===== config.mk =====
export PLATFORM = sky130hd
export DESIGN_NAME = lcd_frame_sequencer
export DESIGN_NICKNAME = d
export VERILOG_FILES = /design/src/rtl/lcd_frame_sequencer_pkg.sv /design/src/rtl/lcd_init_rom.sv /design/src/rtl/lcd_frame_sequencer.sv
export SDC_FILE = /design/constraint.sdc
export NUM_CORES = 1
export LEC_CHECK = 0
export ABC_CLOCK_PERIOD_IN_PS = 2800
export CORE_MARGIN = 2
export CORE_UTILIZATION = 26
export DETAILED_ROUTE_END_ITERATION = 7
export SLEW_MARGIN = 30
export SYNTH_ARGS = -nofsm -noshare
export SYNTH_HDL_FRONTEND = slang
export SYNTH_SLANG_ARGS = --single-unit
export TNS_END_PERCENT = 50

===== constraint.sdc =====
create_clock -name clk -period 2.8 [get_ports clk]
set_input_delay 0.84 -clock clk [delete_from_list [all_inputs] [get_ports clk]]
set_output_delay 0.84 -clock clk [all_outputs]
set_load 0.03 [all_outputs]

===== src/rtl/lcd_frame_sequencer_pkg.sv =====
// Shared encodings for the LCD frame sequencer: FSM states, panel opcodes,
// RGB565 colours, default timing and the init-table entry layout.
package lcd_frame_sequencer_pkg;

  localparam logic [3:0] ST_RST_LOW   = 4'd0;
  localparam logic [3:0] ST_RST_WAIT  = 4'd1;
  localparam logic [3:0] ST_INIT_SEND = 4'd2;
  localparam logic [3:0] ST_INIT_DLY  = 4'd3;
  localparam logic [3:0] ST_READY     = 4'd4;
  localparam logic [3:0] ST_WIN_SEND  = 4'd5;
  localparam logic [3:0] ST_PIX_FETCH = 4'd6;
  localparam logic [3:0] ST_PIX_HI    = 4'd7;
  localparam logic [3:0] ST_PIX_LO    = 4'd8;
  localparam logic [3:0] ST_FRAME_END = 4'd9;

  // Byte-writer handshake phases: issue, wait for busy, wait for idle.
  localparam logic [1:0] BP_ISSUE = 2'd0;
  localparam logic [1:0] BP_LOW   = 2'd1;
  localparam logic [1:0] BP_HIGH  = 2'd2;

  localparam logic [7:0] CMD_SWRESET = 8'h01;
  localparam logic [7:0] CMD_SLPOUT  = 8'h11;
  localparam logic [7:0] CMD_COLMOD  = 8'h3A;
  localparam logic [7:0] CMD_MADCTL  = 8'h36;
  localparam logic [7:0] CMD_DISPON  = 8'h29;
  localparam logic [7:0] CMD_CASET   = 8'h2A;
  localparam logic [7:0] CMD_RASET   = 8'h2B;
  localparam logic [7:0] CMD_RAMWR   = 8'h2C;

  localparam logic [7:0] COLMOD_RGB565  = 8'h55;
  localparam logic [7:0] MADCTL_DEFAULT = 8'h00;

  localparam logic [15:0] RGB565_BLACK = 16'h0000;
  localparam logic [15:0] RGB565_WHITE = 16'hFFFF;
  localparam logic [15:0] RGB565_RED   = 16'hF800;
  localparam logic [15:0] RGB565_GREEN = 16'h07E0;
  localparam logic [15:0] RGB565_BLUE  = 16'h001F;

  localparam int DEF_LCD_W   = 240;
  localparam int DEF_LCD_H   = 320;
  localparam int DEF_RST_CYC = 500_000;
  localparam int DEF_DLY_CYC = 6_000_000;

  typedef struct packed {
    logic       is_cmd;
    logic       has_delay;
    logic [7:0] data;
    logic       last;
  } init_entry_t;

endpackage


===== src/rtl/lcd_init_rom.sv =====
// Panel initialisation table: index -> {is_cmd, has_delay, byte, last}.
module lcd_init_rom
  import lcd_frame_sequencer_pkg::*;
(
  input  logic [2:0]  idx,
  output init_entry_t entry
);

  // NOTE: assign every combinational output a default first so no path infers a latch.
  always_comb begin
    entry = '{is_cmd: 1'b0, has_delay: 1'b0, data: 8'h00, last: 1'b1};
    case (idx)
      3'd0: entry = '{1'b1, 1'b1, CMD_SWRESET,    1'b0};
      3'd1: entry = '{1'b1, 1'b1, CMD_SLPOUT,     1'b0};
      3'd2: entry = '{1'b1, 1'b0, CMD_COLMOD,     1'b0};
      3'd3: entry = '{1'b0, 1'b0, COLMOD_RGB565,  1'b0};
      3'd4: entry = '{1'b1, 1'b0, CMD_MADCTL,     1'b0};
      3'd5: entry = '{1'b0, 1'b0, MADCTL_DEFAULT, 1'b0};
      3'd6: entry = '{1'b1, 1'b0, CMD_DISPON,     1'b1};
      default: ;
    endcase
  end

endmodule


===== src/rtl/lcd_frame_sequencer.sv =====
// Panel power-up, init-command and full-frame pixel streaming sequencer driving
// an 8-bit command/data byte writer through a start/done handshake.
module lcd_frame_sequencer
  import lcd_frame_sequencer_pkg::*;
#(
  parameter int LCD_W   = DEF_LCD_W,
  parameter int LCD_H   = DEF_LCD_H,
  parameter int RST_CYC = DEF_RST_CYC,
  parameter int DLY_CYC = DEF_DLY_CYC
) (
  input  logic        clk,
  input  logic        rst_n,
  input  logic        frame_req,
  input  logic [15:0] pix_color,
  input  logic        wr_done,
  output logic        wr_start,
  output logic [7:0]  wr_data,
  output logic        wr_dc,
  output logic        pix_req,
  output logic [7:0]  pix_x,
  output logic [8:0]  pix_y,
  output logic        lcd_rst,
  output logic        lcd_cs,
  output logic        init_done,
  output logic        frame_busy,
  output logic        frame_done
);

  localparam logic [15:0] COL_END  = 16'(LCD_W - 1);
  localparam logic [15:0] ROW_END  = 16'(LCD_H - 1);
  localparam logic [31:0] RST_LAST = 32'(RST_CYC - 1);
  localparam logic [31:0] DLY_LAST = 32'(DLY_CYC - 1);
  localparam logic [3:0]  WIN_LAST = 4'd10;

  logic [3:0]  state;
  logic [31:0] cnt;
  logic [2:0]  init_idx;
  logic [3:0]  win_idx;
  logic [1:0]  bphase;
  logic [1:0]  fetch_ph;
  logic [15:0] color_q;

  init_entry_t rom;
  logic [7:0]  win_byte;
  logic        win_dc;
  logic [7:0]  tx_byte;
  logic        tx_dc;
  logic        tx_active;
  logic        byte_done;
  logic        x_last;
  logic        y_last;

  lcd_init_rom u_init_rom (
    .idx   (init_idx),
    .entry (rom)
  );

  assign x_last = (pix_x == COL_END[7:0]);
  assign y_last = (pix_y == ROW_END[8:0]);

  // Address window: CASET 0..LCD_W-1, RASET 0..LCD_H-1, then RAMWR.
  always_comb begin
    win_byte = 8'h00;
    win_dc   = 1'b1;
    case (win_idx)
      4'd0:    begin win_byte = CMD_CASET; win_dc = 1'b0; end
      4'd3:    win_byte = COL_END[15:8];
      4'd4:    win_byte = COL_END[7:0];
      4'd5:    begin win_byte = CMD_RASET; win_dc = 1'b0; end
      4'd8:    win_byte = ROW_END[15:8];
      4'd9:    win_byte = ROW_END[7:0];
      4'd10:   begin win_byte = CMD_RAMWR; win_dc = 1'b0; end
      default: ;
    endcase
  end

  // Every byte-producing state funnels through this mux into the single handshake.
  always_comb begin
    tx_byte   = 8'h00;
    tx_dc     = 1'b0;
    tx_active = 1'b0;
    case (state)
      ST_INIT_SEND: begin tx_active = 1'b1; tx_byte = rom.data;      tx_dc = ~rom.is_cmd; end
      ST_WIN_SEND:  begin tx_active = 1'b1; tx_byte = win_byte;      tx_dc = win_dc;      end
      ST_PIX_HI:    begin tx_active = 1'b1; tx_byte = color_q[15:8]; tx_dc = 1'b1;        end
      ST_PIX_LO:    begin tx_active = 1'b1; tx_byte = color_q[7:0];  tx_dc = 1'b1;        end
      default: ;
    endcase
  end

  assign byte_done = tx_active && (bphase == BP_HIGH) && wr_done;

  // NOTE: sequential state uses non-blocking assignments so every register samples pre-edge values.
  always_ff @(posedge clk or negedge rst_n) begin
    if (!rst_n) begin
      wr_start <= 1'b0;
      wr_data  <= 8'h00;
      wr_dc    <= 1'b0;
      bphase   <= BP_ISSUE;
    end else begin
      wr_start <= 1'b0;
      if (tx_active) begin
        case (bphase)
          BP_ISSUE: if (wr_done) begin
            wr_start <= 1'b1;
            wr_data  <= tx_byte;
            wr_dc    <= tx_dc;
            bphase   <= BP_LOW;
          end
          BP_LOW:  if (!wr_done) bphase <= BP_HIGH;
          BP_HIGH: if (wr_done)  bphase <= BP_ISSUE;
          default: bphase <= BP_ISSUE;
        endcase
      end
    end
  end

  always_ff @(posedge clk or negedge rst_n) begin
    if (!rst_n) begin
      state      <= ST_RST_LOW;
      cnt        <= 32'd0;
      init_idx   <= 3'd0;
      win_idx    <= 4'd0;
      fetch_ph   <= 2'd0;
      color_q    <= 16'h0000;
      pix_req    <= 1'b0;
      pix_x      <= 8'd0;
      pix_y      <= 9'd0;
      lcd_rst    <= 1'b0;
      lcd_cs     <= 1'b1;
      init_done  <= 1'b0;
      frame_busy <= 1'b0;
      frame_done <= 1'b0;
    end else begin
      case (state)
        ST_RST_LOW: begin
          if (cnt == RST_LAST) begin
            cnt     <= 32'd0;
            lcd_rst <= 1'b1;
            state   <= ST_RST_WAIT;
          end else begin
            cnt <= cnt + 32'd1;
          end
        end
        ST_RST_WAIT: begin
          if (cnt == DLY_LAST) begin
            cnt      <= 32'd0;
            init_idx <= 3'd0;
            lcd_cs   <= 1'b0;
            state    <= ST_INIT_SEND;
          end else begin
            cnt <= cnt + 32'd1;
          end
        end
        ST_INIT_SEND: begin
          if (byte_done) begin
            if (rom.has_delay) begin
              cnt   <= 32'd0;
              state <= ST_INIT_DLY;
            end else if (rom.last) begin
              init_done <= 1'b1;
              lcd_cs    <= 1'b1;
              state     <= ST_READY;
            end else begin
              init_idx <= init_idx + 3'd1;
            end
          end
        end
        ST_INIT_DLY: begin
          if (cnt == DLY_LAST) begin
            cnt      <= 32'd0;
            init_idx <= init_idx + 3'd1;
            state    <= ST_INIT_SEND;
          end else begin
            cnt <= cnt + 32'd1;
          end
        end
        ST_READY: begin
          if (frame_req) begin
            frame_busy <= 1'b1;
            pix_x      <= 8'd0;
            pix_y      <= 9'd0;
            lcd_cs     <= 1'b0;
            win_idx    <= 4'd0;
            state      <= ST_WIN_SEND;
          end
        end
        ST_WIN_SEND: begin
          if (byte_done) begin
            if (win_idx == WIN_LAST) begin
              fetch_ph <= 2'd0;
              state    <= ST_PIX_FETCH;
            end else begin
              win_idx <= win_idx + 4'd1;
            end
          end
        end
        // Strobe, let the colour source answer, then capture it.
        ST_PIX_FETCH: begin
          case (fetch_ph)
            2'd0: begin pix_req <= 1'b1; fetch_ph <= 2'd1; end
            2'd1: begin pix_req <= 1'b0; fetch_ph <= 2'd2; end
            default: begin
              color_q  <= pix_color;
              fetch_ph <= 2'd0;
              state    <= ST_PIX_HI;
            end
          endcase
        end
        ST_PIX_HI: if (byte_done) state <= ST_PIX_LO;
        ST_PIX_LO: begin
          if (byte_done) begin
            if (x_last) begin
              pix_x <= 8'd0;
              if (y_last) begin
                pix_y      <= 9'd0;
                frame_done <= 1'b1;
                frame_busy <= 1'b0;
                lcd_cs     <= 1'b1;
                state      <= ST_FRAME_END;
              end else begin
                pix_y <= pix_y + 9'd1;
                state <= ST_PIX_FETCH;
              end
            end else begin
              pix_x <= pix_x + 8'd1;
              state <= ST_PIX_FETCH;
            end
          end
        end
        ST_FRAME_END: begin
          frame_done <= 1'b0;
          state      <= ST_READY;
        end
        default: state <= ST_RST_LOW;
      endcase
    end
  end

endmodule


==> impl_summary.log <==
[metrics] clock period minus worst slack: 2.42 ns
[metrics] pin count of the biggest net entering global routing: 97
[metrics] synthesized area divided by synthesized cell count: roughly 9.5 µm²
[metrics] effective utilization at floorplan: 26.4%
[metrics] remaining number of nets flagged by the antenna check after routing: 0
[metrics] RSZ-0062 raised after global routing: no
[metrics] number of CTS-inserted buffers: 9
[metrics] proportion of synthesized chip area in sequential cells: 45.2%
[metrics] hold-fix buffer count after cts: 0
[metrics] Worst EP arrival: ~2.7 ns
[metrics] final wirelength: between 10 and 15 mm
[metrics] proportion of synthesized area in mux cells: around 4.8%
[metrics] clock-pin slew reported for the worst setup and hold paths after clock tree synthesis: about 0.070 ns
[metrics] biggest cell delay along the critical path: just over 0.5 ns
[metrics] Site Rows: 52
[metrics] routed wl met3: about 420 µm
[metrics] clock network fraction of design power: 21.0%
[metrics] Top delay family on crit path: simple AND/OR/NAND/NOR gates
[metrics] slew at the pin with the worst max-slew slack: roughly 0.64 ns
[metrics] adder and majority gate portion of the synthesized area: 2.82%
[metrics] dominant register cell in the synthesized netlist: sky130_fd_sc_hd__dfrtp_1
[metrics] total stage count of the critical path: 7
[metrics] mean routed wirelength per cell: 14.3 µm
[metrics] compound-cell area share of the yosys netlist: approximately 15%
[metrics] count of pins on the block boundary: 53
[metrics] critical path, cell by cell: clkdlybuf4s50_1, nand3b_1, a32o_1, nor4b_2, o21ai_1, nor4b_2, a2bb2oi_1
[metrics] slowest library cell on the worst path: sky130_fd_sc_hd__clkdlybuf4s50_1
[metrics] number of enable flip-flop cells after synthesis: 0
[metrics] share of the synthesized area in the top cell type: between 40% and 50%
[metrics] upper clock frequency limit: 0.413 GHz
[metrics] post-synthesis sequential element count: 96
[metrics] max-slew violations: 0
[metrics] TritonCTS clock tree: yes
[metrics] Relative slew margins: 56.5%
[metrics] Critical Path Start Type: input port
[metrics] Peak VDD IR: about 0.42 mV
[metrics] register share of total power: 35.9%
[metrics] placed wire-length estimate: ~9.4 mm
[metrics] Synth-to-Final Area Change: 24.0%
[metrics] router iterations before antenna repair: 5
[metrics] number of cells on the worst reg-to-reg path: 7
[metrics] Sw Ratio: about two fifths
[metrics] Hold Crit Class: in2async
[metrics] internal power summed over all cells: ~3.4 mW
[metrics] Skew-Pair Late Insertion Delay: approximately 0.35 ns
[metrics] final hold violations: 0
[metrics] H-tree depth: 3
[metrics] Max Fanout on Critical Path: 3
[metrics] Via-to-Cell Ratio: between 4 and 5
[metrics] cell repeated most along the worst path: sky130_fd_sc_hd__nor4b_2
[metrics] Worst Slack Setup Final: between 0.3 and 0.4 ns
[metrics] drt initial violations: 300
[metrics] Max Buffers Root-to-Sink: 2
[metrics] Port Buffers: 52
[metrics] ratio of cells with drive above 1 in the final layout: 13.2%
[metrics] result of the run: completed
[metrics] total via count in the routed design: 4400
[metrics] number of buffers inserted by post-CTS setup repair: 0
[metrics] combined buffer and inverter count along the critical path: 1
[metrics] global-route wire length before repair: between 20 and 25 mm
[metrics] Final Hold Slack: 0.475 ns
[metrics] count of unique library cells instantiated by Yosys: just under 70
[metrics] P_leak: between 2 and 3 nW
[metrics] simple-gate area share of the yosys netlist: ~25%
[metrics] Synth Area in XOR/XNOR: 4.11%
[metrics] Yosys warning total: 0
[metrics] Die Y-Extent: about 150 µm
[metrics] type of element capturing the critical path: flip-flop
[metrics] Netlist Area Pre-Place: 0.00532 mm²
[metrics] max-cap viol count: 0
[metrics] CTS Sinks: 96
[metrics] worst slack at placement: about 0.0056 ns
[metrics] power per standard cell area: approximately 860 mW/mm²
[metrics] combinational family with the most area after synthesis: simple AND/OR/NAND/NOR gates
[metrics] routability congestion estimate from global placement: 0.840
[metrics] Synth Instances: between 500 and 600
[metrics] # fillers: approximately 2100
[metrics] cell taking the most area after synthesis: sky130_fd_sc_hd__dfrtp_1
[metrics] fraction of registers with async set or reset after synthesis: 100%
[metrics] cell types occupying the most area after synthesis: sky130_fd_sc_hd__dfrtp_1 (45%), sky130_fd_sc_hd__nor2_1 (4.6%), sky130_fd_sc_hd__nand2_1 (3.6%)
[metrics] WL met2: 5.75 mm
[metrics] final global-route overflow total: 0
[metrics] Final Cycle Share: 86.4%
[metrics] Setup Viol. Count Final: 0
[metrics] final core utilization: 32.7%
[metrics] Final Instance Area: 0.00660 mm²
[metrics] Core Box Area: slightly above 0.02 mm²
[metrics] Syn Nets: just under 600
[metrics] number of antenna violations at the first check in global routing: 0
[metrics] max layer used: met4
[metrics] crit path kind: in2reg
[metrics] Total Neg Setup Slack: 0 ns
[metrics] number of global-route vias before repair: between 4000 and 5000
[metrics] number of nets in the layout: between 600 and 700
[metrics] Post-route DRC: 0
[metrics] detailed-route wire length on metal 1: 6.57 mm
[metrics] dpl cell area: 0.00632 mm²
[metrics] Resize count post-CTS: 0
[metrics] Die Wd: 147 µm
[metrics] area of the die: ~0.022 mm²
[metrics] clk root buf: sky130_fd_sc_hd__clkbuf_16
[metrics] logic gate share of total power: 43.1%
[metrics] ant diodes: 0
[metrics] data required time of the worst path: about 3.0 ns
[metrics] Sw Pwr: between 2 and 2.5 mW
[metrics] total routing usage reported by global routing: about 13%
[metrics] final setup skew: 0.00838 ns
## through the flow
| step | power (mW) | cells |
|---|---|---|
| floorplan | 3.64 | 560 |
| global placement | 4.46 | 891 |
| detailed placement | 4.49 | 891 |
| CTS | 5.68 | 907 |
| global route | 6.06 | 907 |
| finish | 5.64 | 907 |
## cells in the final DEF (no fill, tap or decap), types with 11 or more instances in the layout
| master | instances |
|---|---|
| sky130_fd_sc_hd__nor2_1 | 65 |
| sky130_fd_sc_hd__xor2_1 | 19 |
| sky130_fd_sc_hd__inv_1 | 11 |
| sky130_fd_sc_hd__and3_1 | 12 |
| sky130_fd_sc_hd__clkdlybuf4s50_1 | 51 |
| sky130_fd_sc_hd__nor3_1 | 11 |
| sky130_fd_sc_hd__o21ai_1 | 11 |
| sky130_fd_sc_hd__nand4_1 | 13 |
| sky130_fd_sc_hd__ha_1 | 12 |
| sky130_fd_sc_hd__nand2_1 | 51 |
| sky130_fd_sc_hd__buf_4 | 30 |
| sky130_fd_sc_hd__o21ai_0 | 36 |
| sky130_fd_sc_hd__o31ai_1 | 12 |
| sky130_fd_sc_hd__dfrtp_1 | 95 |
| sky130_fd_sc_hd__a21oi_1 | 14 |
| sky130_fd_sc_hd__mux2_2 | 17 |
| sky130_fd_sc_hd__nand3_1 | 31 |
| sky130_fd_sc_hd__a31oi_1 | 13 |
## worst register-to-register path: cells and delay by family (launching register included)
family	cells	cell delay, ns
AOI/OAI and AO/OA	1	0.18
adders and majority gates	1	0.27
DFF	1	0.39
muxes	1	0.35
and+or+nand+nor	4	1.07
## state kept, by name, summed over array words and instances, names as in the netlist, 2 cells and up
signal / count
bphase: 2
cnt: 32
color_q: 16
fetch_ph: 2
init_idx: 3
pix_x: 8
pix_y: 9
state: 4
win_idx: 4
wr_data: 8
## area by class of cell
cell class,count,area (µm²),area share [%]
clock buffer,9,225,3.41
clock inverter,7,53.8,0.816
multi-input combinational,432,2780,42.1
inverter,11,41.3,0.626
sequential,96,2400,36.4
timing repair buffer,82,756,11.5
tap,270,338,5.12
## final timing paths
check,start,to,slack [ns]
worst max-delay path,wr_done,state[1],0.38
worst max register to register,cnt[0],lcd_cs,0.47
min in group clk,pix_req,pix_req,0.48
worst min-delay path,rst_n,cnt[31],0.48
max in group asynchronous,rst_n,cnt[30],1.82
worst min register to register,pix_req,pix_req,0.48
## kinds of logic (layout without fill, tap and decap cells)
| kind of cell | after synthesis | count (layout) |
|---|---|---|
| flip-flops | 96 | 96 |
| multiplexers | 23 | 23 |
| XOR/XNOR | 25 | 25 |
| AO/OA/AOI/OAI | 123 | 123 |
| adder cells (fa/ha/maj) | 12 | 12 |
| buffers and inverters | 32 | 109 |
| AND/OR/NAND/NOR | 249 | 249 |
## synth_stat cells (5+ instances only)
library cell / number
sky130_fd_sc_hd__mux2_2: 17
sky130_fd_sc_hd__and2_1: 8
sky130_fd_sc_hd__nand4_1: 13
sky130_fd_sc_hd__clkbuf_1: 5
sky130_fd_sc_hd__dfrtp_1: 95
sky130_fd_sc_hd__buf_2: 13
sky130_fd_sc_hd__inv_1: 11
sky130_fd_sc_hd__o21ai_1: 11
sky130_fd_sc_hd__nor2b_1: 7
sky130_fd_sc_hd__nand3_1: 31
sky130_fd_sc_hd__xor2_1: 19
sky130_fd_sc_hd__a21oi_1: 14
sky130_fd_sc_hd__nor4_1: 5
sky130_fd_sc_hd__o21ai_0: 36
sky130_fd_sc_hd__nand2_1: 51
sky130_fd_sc_hd__nand2b_1: 9
sky130_fd_sc_hd__xnor2_1: 6
sky130_fd_sc_hd__nor3_1: 11
sky130_fd_sc_hd__nor2_1: 65
sky130_fd_sc_hd__and3_1: 12
sky130_fd_sc_hd__a31oi_1: 13
sky130_fd_sc_hd__o31ai_1: 12
sky130_fd_sc_hd__ha_1: 12
## power groups by stage
stage / Combinational (mW) / Sequential (mW) / Clock, mW
2_1_floorplan: 1.52 / 2.12 / 0
3_3_place_gp: 2.41 / 2.05 / 0
3_5_place_dp: 2.43 / 2.06 / 0
4_1_cts: 2.44 / 2.03 / 1.21
5_1_grt: 2.70 / 2.08 / 1.28
6_report: 2.43 / 2.03 / 1.19
## metal layers
metal  GRT usage [%]  vias up
met5               0        -
met4            4.04        0
met3            2.20       15
met2            18.6       86
met1            18.6     2124
li1                -     2175
No activity file was read; power rests on OpenSTA's default activity.
